## config.mk

```make
export PLATFORM = sky130hd
export DESIGN_NAME = write_back_stack_flat
export DESIGN_NICKNAME = d
export VERILOG_FILES = /design/src/rtl/write_back_stack_if.sv /design/src/rtl/write_back_stack.sv /design/src/flat_wrapper.sv
export SDC_FILE = /design/constraint.sdc
export NUM_CORES = 1
export LEC_CHECK = 0
export CAP_MARGIN = 5
export CORE_MARGIN = 5
export CORE_UTILIZATION = 37
export DETAILED_ROUTE_END_ITERATION = 8
export PLACE_DENSITY = 0.68
export SYNTH_ARGS = -nofsm -noshare
export SYNTH_HDL_FRONTEND = slang
export SYNTH_SLANG_ARGS = --single-unit
```

## constraint.sdc

```tcl
create_clock -name clk -period 2.6 [get_ports clk]
set_input_delay 0.52 -clock clk [delete_from_list [all_inputs] [get_ports clk]]
set_output_delay 0.52 -clock clk [all_outputs]
set_load 0.03 [all_outputs]
```

## src/rtl/write_back_stack_if.sv

```systemverilog
// Write-back stage bus bundle.
// Groups the execute-result handshake, the random-access state memory write
// port and the sequential stack push port.
//   slave  : the write_back_stack stage (consumes results, drives both write ports)
//   master : the execute stage / memories side
interface write_back_stack_if #(
    parameter int ADDR_W  = 12,
    parameter int POS_W   = 5,
    parameter int FIELD_W = 8
);
    localparam int STATE_W = POS_W + ADDR_W + 1;

    // execute-result handshake
    logic                 in_valid;
    logic                 in_ready;
    logic [ADDR_W-1:0]    current_addr_i;
    logic [2:0]           over_i;
    logic                 en_new_position_i;
    logic [POS_W-1:0]     new_position_i;
    logic                 new_call_i;
    logic [FIELD_W-1:0]   i_new_i;
    logic [FIELD_W-1:0]   z_new_i;
    logic [FIELD_W-1:0]   k_new_i;
    logic [FIELD_W-1:0]   l_new_i;

    // random-access state write port
    logic                 ran_we_state;
    logic [2:0]           ran_w_be_state;
    logic [ADDR_W-1:0]    ran_w_addr_state;
    logic [STATE_W-1:0]   ran_w_data_state;

    // sequential stack push port
    logic                 seq_we;
    logic                 seq_ready;
    logic [ADDR_W-1:0]    seq_w_addr;
    logic [STATE_W-1:0]   seq_w_data_state;
    logic [4*FIELD_W-1:0] seq_w_data_InexRecur;

    modport slave (
        input  in_valid, current_addr_i, over_i, en_new_position_i, new_position_i,
               new_call_i, i_new_i, z_new_i, k_new_i, l_new_i, seq_ready,
        output in_ready, ran_we_state, ran_w_be_state, ran_w_addr_state, ran_w_data_state,
               seq_we, seq_w_addr, seq_w_data_state, seq_w_data_InexRecur
    );

    modport master (
        output in_valid, current_addr_i, over_i, en_new_position_i, new_position_i,
               new_call_i, i_new_i, z_new_i, k_new_i, l_new_i, seq_ready,
        input  in_ready, ran_we_state, ran_w_be_state, ran_w_addr_state, ran_w_data_state,
               seq_we, seq_w_addr, seq_w_data_state, seq_w_data_InexRecur
    );
endinterface

```

## src/rtl/write_back_stack.sv

```systemverilog
// Registered recursion write-back stage.
// Takes one execute result per handshake, commits position/done updates to the
// random-access state memory with per-field byte enables, and pushes new calls
// onto the sequential stack at an internally kept stack pointer.
// Ports:
//   clk, rst_n  : clock, asynchronous active-low reset
//   sp_clear    : synchronous stack-pointer clear, cancels a pending push
//   bus         : result handshake + random write port + stack push port
//   seq_ptr     : current stack pointer (next free entry)
//   overflow    : sticky, a push was attempted with a full stack
//   term_cause  : last termination cause (0 none, 1 over[0], 2 over[1], 3 over[2])
module write_back_stack #(
    parameter int ADDR_W  = 12,
    parameter int POS_W   = 5,
    parameter int FIELD_W = 8
) (
    input  logic              clk,
    input  logic              rst_n,
    input  logic              sp_clear,
    write_back_stack_if.slave bus,
    output logic [ADDR_W-1:0] seq_ptr,
    output logic              overflow,
    output logic [1:0]        term_cause
);
    localparam int STATE_W = POS_W + ADDR_W + 1;
    localparam logic [ADDR_W-1:0] PTR_MAX = '1;

    logic              accept;
    logic              any_over;
    logic              ran_wr;
    logic              push_done;
    logic              push_req;
    logic              push_new;
    logic [ADDR_W-1:0] ptr_base;

    // A held push blocks new results until the stack port takes it.
    assign bus.in_ready = !bus.seq_we || bus.seq_ready;

    always_comb begin
        accept    = bus.in_valid && bus.in_ready;
        any_over  = |bus.over_i;
        ran_wr    = accept && (any_over || bus.en_new_position_i);
        push_done = bus.seq_we && bus.seq_ready && !sp_clear;
        // Pointer after this cycle's clear/completion; a new push lands here.
        if (sp_clear)
            ptr_base = '0;
        else if (push_done)
            ptr_base = seq_ptr + 1'b1;
        else
            ptr_base = seq_ptr;
        push_req = accept && bus.new_call_i;
        push_new = push_req && (ptr_base != PTR_MAX);
    end

    always_ff @(posedge clk or negedge rst_n) begin
        if (!rst_n) begin
            bus.ran_we_state         <= 1'b0;
            bus.ran_w_be_state       <= '0;
            bus.ran_w_addr_state     <= '0;
            bus.ran_w_data_state     <= '0;
            bus.seq_we               <= 1'b0;
            bus.seq_w_addr           <= '0;
            bus.seq_w_data_state     <= '0;
            bus.seq_w_data_InexRecur <= '0;
            seq_ptr                  <= '0;
            overflow                 <= 1'b0;
            term_cause               <= 2'd0;
        end else begin
            bus.ran_we_state <= ran_wr;
            if (ran_wr) begin
                bus.ran_w_be_state   <= {bus.en_new_position_i, 1'b0, any_over};
                bus.ran_w_addr_state <= bus.current_addr_i;
                bus.ran_w_data_state <= {(bus.en_new_position_i ? bus.new_position_i : {POS_W{1'b0}}),
                                         {ADDR_W{1'b0}}, any_over};
            end else begin
                bus.ran_w_be_state   <= '0;
                bus.ran_w_addr_state <= '0;
                bus.ran_w_data_state <= '0;
            end

            if (accept && any_over) begin
                if (bus.over_i[0])
                    term_cause <= 2'd1;
                else if (bus.over_i[1])
                    term_cause <= 2'd2;
                else
                    term_cause <= 2'd3;
            end

            seq_ptr <= ptr_base;

            if (push_new) begin
                bus.seq_we               <= 1'b1;
                bus.seq_w_addr           <= ptr_base;
                bus.seq_w_data_state     <= {{POS_W{1'b0}}, bus.current_addr_i, 1'b0};
                bus.seq_w_data_InexRecur <= {bus.i_new_i, bus.z_new_i, bus.k_new_i, bus.l_new_i};
            end else if (sp_clear || push_done) begin
                bus.seq_we <= 1'b0;
            end

            if (push_req && (ptr_base == PTR_MAX))
                overflow <= 1'b1;
        end
    end
endmodule

```

## src/flat_wrapper.sv

```systemverilog
// flat-port wrapper written by rule: the top's interface ports become plain ports
module write_back_stack_flat 
#(
    parameter int ADDR_W  = 12,
    parameter int POS_W   = 5,
    parameter int FIELD_W = 8
)
  (clk, rst_n, sp_clear, seq_ptr, overflow, term_cause, bus_in_valid, bus_current_addr_i, bus_over_i, bus_en_new_position_i, bus_new_position_i, bus_new_call_i, bus_i_new_i, bus_z_new_i, bus_k_new_i, bus_l_new_i, bus_seq_ready, bus_in_ready, bus_ran_we_state, bus_ran_w_be_state, bus_ran_w_addr_state, bus_ran_w_data_state, bus_seq_we, bus_seq_w_addr, bus_seq_w_data_state, bus_seq_w_data_InexRecur);
  write_back_stack_if #(.ADDR_W(ADDR_W), .POS_W(POS_W), .FIELD_W(FIELD_W)) bus_i ();
  input  logic clk;
  input  logic rst_n;
  input  logic sp_clear;
  output logic [ADDR_W-1:0] seq_ptr;
  output logic overflow;
  output logic [1:0] term_cause;
  input wire logic [$bits(bus_i.in_valid)-1:0] bus_in_valid;
  input wire logic [$bits(bus_i.current_addr_i)-1:0] bus_current_addr_i;
  input wire logic [$bits(bus_i.over_i)-1:0] bus_over_i;
  input wire logic [$bits(bus_i.en_new_position_i)-1:0] bus_en_new_position_i;
  input wire logic [$bits(bus_i.new_position_i)-1:0] bus_new_position_i;
  input wire logic [$bits(bus_i.new_call_i)-1:0] bus_new_call_i;
  input wire logic [$bits(bus_i.i_new_i)-1:0] bus_i_new_i;
  input wire logic [$bits(bus_i.z_new_i)-1:0] bus_z_new_i;
  input wire logic [$bits(bus_i.k_new_i)-1:0] bus_k_new_i;
  input wire logic [$bits(bus_i.l_new_i)-1:0] bus_l_new_i;
  input wire logic [$bits(bus_i.seq_ready)-1:0] bus_seq_ready;
  output wire logic [$bits(bus_i.in_ready)-1:0] bus_in_ready;
  output wire logic [$bits(bus_i.ran_we_state)-1:0] bus_ran_we_state;
  output wire logic [$bits(bus_i.ran_w_be_state)-1:0] bus_ran_w_be_state;
  output wire logic [$bits(bus_i.ran_w_addr_state)-1:0] bus_ran_w_addr_state;
  output wire logic [$bits(bus_i.ran_w_data_state)-1:0] bus_ran_w_data_state;
  output wire logic [$bits(bus_i.seq_we)-1:0] bus_seq_we;
  output wire logic [$bits(bus_i.seq_w_addr)-1:0] bus_seq_w_addr;
  output wire logic [$bits(bus_i.seq_w_data_state)-1:0] bus_seq_w_data_state;
  output wire logic [$bits(bus_i.seq_w_data_InexRecur)-1:0] bus_seq_w_data_InexRecur;
  assign bus_i.in_valid = bus_in_valid;
  assign bus_i.current_addr_i = bus_current_addr_i;
  assign bus_i.over_i = bus_over_i;
  assign bus_i.en_new_position_i = bus_en_new_position_i;
  assign bus_i.new_position_i = bus_new_position_i;
  assign bus_i.new_call_i = bus_new_call_i;
  assign bus_i.i_new_i = bus_i_new_i;
  assign bus_i.z_new_i = bus_z_new_i;
  assign bus_i.k_new_i = bus_k_new_i;
  assign bus_i.l_new_i = bus_l_new_i;
  assign bus_i.seq_ready = bus_seq_ready;
  assign bus_in_ready = bus_i.in_ready;
  assign bus_ran_we_state = bus_i.ran_we_state;
  assign bus_ran_w_be_state = bus_i.ran_w_be_state;
  assign bus_ran_w_addr_state = bus_i.ran_w_addr_state;
  assign bus_ran_w_data_state = bus_i.ran_w_data_state;
  assign bus_seq_we = bus_i.seq_we;
  assign bus_seq_w_addr = bus_i.seq_w_addr;
  assign bus_seq_w_data_state = bus_i.seq_w_data_state;
  assign bus_seq_w_data_InexRecur = bus_i.seq_w_data_InexRecur;
  write_back_stack #(.ADDR_W(ADDR_W), .POS_W(POS_W), .FIELD_W(FIELD_W)) u_core (.clk(clk), .rst_n(rst_n), .sp_clear(sp_clear), .bus(bus_i), .seq_ptr(seq_ptr), .overflow(overflow), .term_cause(term_cause));
endmodule
```

# Word level (Yosys, flattened, before mapping)
# Index checks and enable logic that the tools add are counted.
dict set report op_classes {
  n_addsub 1
  n_eq_ne 2
  muxes 10
  n_reduce_logical 15
}
# operator n
set op_table {}
lappend op_table {{two-way mux 12 bit} 3}
lappend op_table {{two-way mux 18 bit} 1}
lappend op_table {{adder 12 x 1 -> 12 bit (second input constant)} 1}
lappend op_table {{equality test 12 bit (second input constant)} 1}
lappend op_table {{inequality test 12 bit (second input constant)} 1}
lappend op_table {{logical AND 1 bit} 8}
lappend op_table {{two-way mux 5 bit} 1}
lappend op_table {{logical OR 1 bit} 3}
lappend op_table {{two-way mux 1 bit} 3}
lappend op_table {{two-way mux 3 bit} 1}
lappend op_table {{OR reduction 3 bit} 1}
lappend op_table {{logical NOT 1 bit} 2}
lappend op_table {{two-way mux 2 bit} 1}
lappend op_table {{nonzero test 2 bit} 1}
dict set report word_totals {
  reg_bits 106
}

# Logic depth before layout (Yosys ltp)
dict set report depth {
  ltp_word 7
  ltp_mapped 9
}

# Worst setup path before layout
# Ideal clock, no wire load.
dict set report synth_timing {
  path_type {reg2reg}
  start {reg u_core.seq_ptr[0]}
  end {reg u_core.bus.seq_w_data_InexRecur[0] in the netlist's numbering}
  setup_time_ns 0.126
  t_arrival_ns 2.372
  required_time_ns 2.474
  slack_ns 0.102
  stages_incl_launch_ff 10
  n_path_buf 2
  path_cell_list {dfrtp_1 -> ha_1 -> nand3_1 -> mux2i_1 -> o211ai_1 -> nor3_1 -> buf_2 -> buf_2 -> a31oi_1 -> a221o_1}
}
dict set report synth_between {
  elab_chain_cells 5
}
# element line_no
set synth_rtl {}
lappend synth_rtl {{start, declared} write_back_stack.sv:21} ;# output logic [ADDR_W-1:0] seq_ptr,
lappend synth_rtl {{start signal, assigned} write_back_stack.sv:90} ;# seq_ptr <= ptr_base;
lappend synth_rtl {{adder 12 x 1 -> 12 bit} write_back_stack.sv:48} ;# ptr_base = seq_ptr + 1'b1;
lappend synth_rtl {{two-way mux 12 bit} write_back_stack.sv:47} ;# else if (push_done)
lappend synth_rtl {{two-way mux 12 bit} write_back_stack.sv:45} ;# if (sp_clear)
lappend synth_rtl {{via u_core.ptr_base[2]} write_back_stack.sv:34} ;# logic [ADDR_W-1:0] ptr_base;
lappend synth_rtl {{inequality test 12 bit} write_back_stack.sv:52} ;# push_new = push_req && (ptr_base != PTR_MAX);
lappend synth_rtl {{logical AND 1 bit} write_back_stack.sv:52}
lappend synth_rtl {{end signal, assigned} write_back_stack.sv:96} ;# bus.seq_w_data_InexRecur <= {bus.i_new_i, bus.z_new_i, bus.k_new_i, bus.l_new_i};
lappend synth_rtl {{end, declared} write_back_stack_if.sv:43} ;# seq_we, seq_w_addr, seq_w_data_state, seq_w_data_InexRecur
# The timed path passes the listed nets, and every way through them passes these cells.
# A chain may end at the register's enable or synchronous reset.

# Final worst setup path
dict set report layout_timing {
  start {reg u_core.seq_ptr[0]}
  end {reg u_core.bus.seq_w_data_state[6] in the netlist's numbering}
}
dict set report layout_between {
  elab_chain_cells 5
}
# element line_no
set layout_rtl {}
lappend layout_rtl {{adder 12 x 1 -> 12 bit} write_back_stack.sv:48}
lappend layout_rtl {{two-way mux 12 bit (*)} write_back_stack.sv:47}
lappend layout_rtl {{two-way mux 12 bit (*)} write_back_stack.sv:45}
lappend layout_rtl {{inequality test 12 bit (*)} write_back_stack.sv:52}
lappend layout_rtl {{logical AND 1 bit (*)} write_back_stack.sv:52}
lappend layout_rtl {{end signal, assigned} write_back_stack.sv:95} ;# bus.seq_w_data_state <= {{POS_W{1'b0}}, bus.current_addr_i, 1'b0};
lappend layout_rtl {{end, declared} write_back_stack_if.sv:43}
# Mark *: on every way between the ends. The rest lies on a longest branch, timed or not.

==> flow_summary_export.csv <==
group,metric,value,unit
route,wire_per_inst,18.7,microns
finish,num-nets-final,705,
timing,post-route-min-period,2.48,ns
route,detailedRoute.firstPassIterationCount,5,
pwr,internal_power,2720,uW
worst_setup_path,cp-end-kind,"register",
cts,register_clock_pin_slew_on_the_reported_worst_setup_and_hold_paths,0.06,ns
timing,fin_ws,0.115,ns
timing,fin_worst_hold_slack,0.244,ns
worst_hold_path,min-delay-path-class,"in -> async",
pwr,irDropWorstVdd,0.000266,V
timing,drv_slew,0,
timing,timing_worst_slew_pin_value,0.744,ns
cts,ctsRootBufferMaster,"sky130_fd_sc_hd__clkbuf_16",
pwr,clock_power_share,0.311,
logic_synthesis,synth_sequential_area_ratio,0.470,
cts,clock_tree.buffer_depth,2,
worst_setup_path,critical_path_class,"reg -> reg",
pwr,power.density,547,nW/um^2
logic_synthesis,synthCells,489,
floorplan,total_die_area,15700,sq um
pwr,seq_power_share,0.429,
floorplan,initial_utilization,0.373,
worst_setup_path,startpoint_type,"register",
worst_setup_path,worst-endpoint-required,2.82,ns
pwr,power.total,3920,uW
worst_setup_path,worstPathArrival,2.70,ns
logic_synthesis,synth_warnings,0,
cts,tritoncts_buffer_count,9,
timing,skew,0.00643,ns
worst_setup_path,reg2regPathDepth,8,
route,ant_nets,0,
logic_synthesis,synth_cell_type_count,44,
cts,tritoncts,"yes",
worst_setup_path,timing.critical_path.from,"u_core.seq_ptr[0]",
timing,rsz0062_at_grt,"no",
global_routing,global_route.overflow_total,0,
pwr,sw_frac_of_total,0.306,
placed_design,dpl-instance-area,6800,sq um
placed_design,gp_routability_congestion,0.803,
worst_setup_path,worst_r2r_startpoint,"u_core.seq_ptr[0]",
route,drtIter0Drc,585,
cts,clock_sink_count,92,
timing,final-hold-violation-count,0,
global_routing,grt_use_total,0.187,
worst_setup_path,crit_path_max_fanout,16,
logic_synthesis,synth.ff_latch_count,92,
global_routing,grt_antenna_before_repair,0,
global_routing,wire_length_of_the_first_global_routing_pass,24600,microns
timing,fmax,402,MHz
finish,mostFrequentLayoutCell,"sky130_fd_sc_hd__clkdlybuf4s50_1",
finish,finish.instance_area,7160,sq um
global_routing,largest_net_degree_at_the_start_of_global_routing,60,
placed_design,placement.setup.worst_slack,-0.344,ns
floorplan,top_level_ports,172,
route,totalWireLength,15500,microns
finish,leading_cell_types_in_the_layout_fill_and_taps_excluded,"sky130_fd_sc_hd__clkdlybuf4s50_1 (149), sky130_fd_sc_hd__dfrtp_1 (92), sky130_fd_sc_hd__nand2_1 (61)",
outcome,run_status,"finished clean",
finish,fill_cells,1133,
logic_synthesis,synth_area_leaders,"sky130_fd_sc_hd__dfrtp_1 (47%), sky130_fd_sc_hd__nor4b_1 (9.5%), sky130_fd_sc_hd__a221o_1 (9.0%)",
pwr,power.combinational.fraction,0.259,
finish,layout-area-overhead-vs-synth,46.1,%
timing,setup-tns-final,0,ns
floorplan,placementRows,42,
cts,cts_hold_buf,0,
floorplan,die_h,125,microns
floorplan,die_w,125,microns
finish,multiInputGateArea,2270,sq um
logic_synthesis,synth_area,4900,sq um
logic_synthesis,synth.avg_cell_area,10.0,sq um
job,drv_cap,0,
logic_synthesis,netlist.area_leader.share,0.470,
route,route.vias.total,4689,
global_routing,number_of_global_route_vias_before_repair,4668,
pwr,standby_leakage_power,0.00283,uW
floorplan,placeableCoreArea,13100,sq um
cts,insertion_delay,0.34,ns
timing,finalSetupViolations,0,
finish,antenna_cells_inserted,0,
finish,final-seq-area,2300,sq um
timing,relSlewSlack,0.504,
pwr,power.switching,1200,uW
logic_synthesis,synthDominantAreaCellType,"sky130_fd_sc_hd__dfrtp_1",
timing,layout_worst_path_cycle_share,0.956,
finish,post_route_cells_drive_above_1_share,0.118,
placed_design,detailed_place_hpwl,10600,microns
placed_design,buffer_ports.inserted,152,
route,drcViolationCount,0,
worst_setup_path,reg2reg_slack,0.12,ns
route,route.detailed.vias_per_inst,5.68,
cts,htreeDepth,3,
worst_setup_path,r2r_end,"u_core.bus.seq_w_data_state[6]",
[synthesized netlist by cell type, drive strengths merged]
cell type	n
nand4	2
o31ai	3
o21ai	13
a21o	1
nor2b	22
a31oi	55
o211a	1
o22a	2
dfrtp	92
or2	3
o211ai	1
nand3	6
o31a	1
nor4	4
xnor2	4
xor2	1
nand2b	2
o21ba	1
and3	4
ha	1
nor2	5
or4	2
nor3	5
clkbuf	30
nand4b	1
buf	43
mux2i	1
conb	1
a21oi	5
and2	9
o21a	2
a221o	44
nor4b	53
nand2	62
o22ai	3
inv	4
[worst max-delay path, cell delays in order (launching register included)]
cell and delay [ns]:
sky130_fd_sc_hd__dfrtp_1 0.45, sky130_fd_sc_hd__nand4_1 0.22, sky130_fd_sc_hd__or2_1 0.31, sky130_fd_sc_hd__or4_4 0.51, sky130_fd_sc_hd__a21oi_4 0.19, sky130_fd_sc_hd__buf_12 0.14, sky130_fd_sc_hd__clkbuf_16 0.17, sky130_fd_sc_hd__a31oi_1 0.09
sky130_fd_sc_hd__a221o_1 0.27
[per-stage QoR]
step                 util  instances
finish              0.545        826
global placement    0.517        806
CTS                 0.538        822
global route        0.545        826
floorplan               -        507
detailed placement  0.517        806
[power by group through the flow]
stage	Combinational [uW]	Clock (uW)	Sequential, uW
6_report	1020	1220	1680
5_1_grt	1070	1310	1700
4_1_cts	1030	1240	1680
3_5_place_dp	1020	0	1710
3_3_place_gp	1010	0	1700
2_1_floorplan	283	0	1960
[sequential cells by signal, summed over array words and instances, names as in the netlist]
name and count:
u_core.term_cause 2, u_core.seq_ptr 12, u_core.bus.seq_w_data_InexRecur 32, u_core.bus.ran_w_addr_state 12
u_core.bus.seq_w_addr 12, u_core.overflow 1, u_core.bus.seq_w_data_state 12, u_core.bus.seq_we 1
u_core.bus.ran_we_state 1, u_core.bus.ran_w_data_state 5, u_core.bus.ran_w_be_state 2
[cells by family (layout without fill, tap and decap cells)]
group,after synthesis,in the layout,share of synthesized area
AND/OR/NAND/NOR,180,180,0.221
flip-flops,92,92,0.470
multiplexers,1,1,0.00204
AO/OA/AOI/OAI,132,132,0.207
adder cells (fa/ha/maj),1,1,0.00255
other,1,19,0.000765
XOR/XNOR,5,5,0.00893
buffers and inverters,77,220,0.0880
[per-layer routing]
metal	wire length [microns]	part of all wire	vias to the layer above	global-route usage
met5	0	0	-	0
met3	1260	0.081	24	0.0405
met4	417	0.027	0	0.0682
li1	-	-	2134	-
met2	7290	0.47	228	0.296
met1	6500	0.42	2303	0.255
[cell type report]
type	instances	share of cell area
well taps	176	0.0307
clock buffers	13	0.0349
multi-input cells	338	0.317
repair buffers	200	0.290
clock inverters	3	0.00314
inverters	4	0.00210
flip-flops and latches	92	0.321
[repair_timing]
item | in CTS | in global routing
pin swaps | 1 | 3
hold endpoints to repair | 0 | 0
buffers inserted | 0 | 2
cloned | 0 | 2
setup endpoints to repair | 1 | 51
resized for setup | 0 | 5
[worst max path at each step]
| stage | to | slack [ns] | cells past startpoint |
|---|---|---|---|
| floorplan | u_core.bus.seq_w_data_InexRecur[0] | 0.10 | 9 |
| global placement | u_core.bus.seq_w_data_state[11] | -0.28 | 8 |
| detailed placement | u_core.bus.seq_w_data_InexRecur[30] | -0.34 | 8 |
| CTS | u_core.bus.seq_w_data_InexRecur[30] | 0.02 | 8 |
| global route | u_core.bus.seq_w_data_InexRecur[7] | 0.02 | 8 |
| finish | u_core.bus.seq_w_data_state[6] | 0.12 | 8 |
Power figures use the tool's default switching activity.
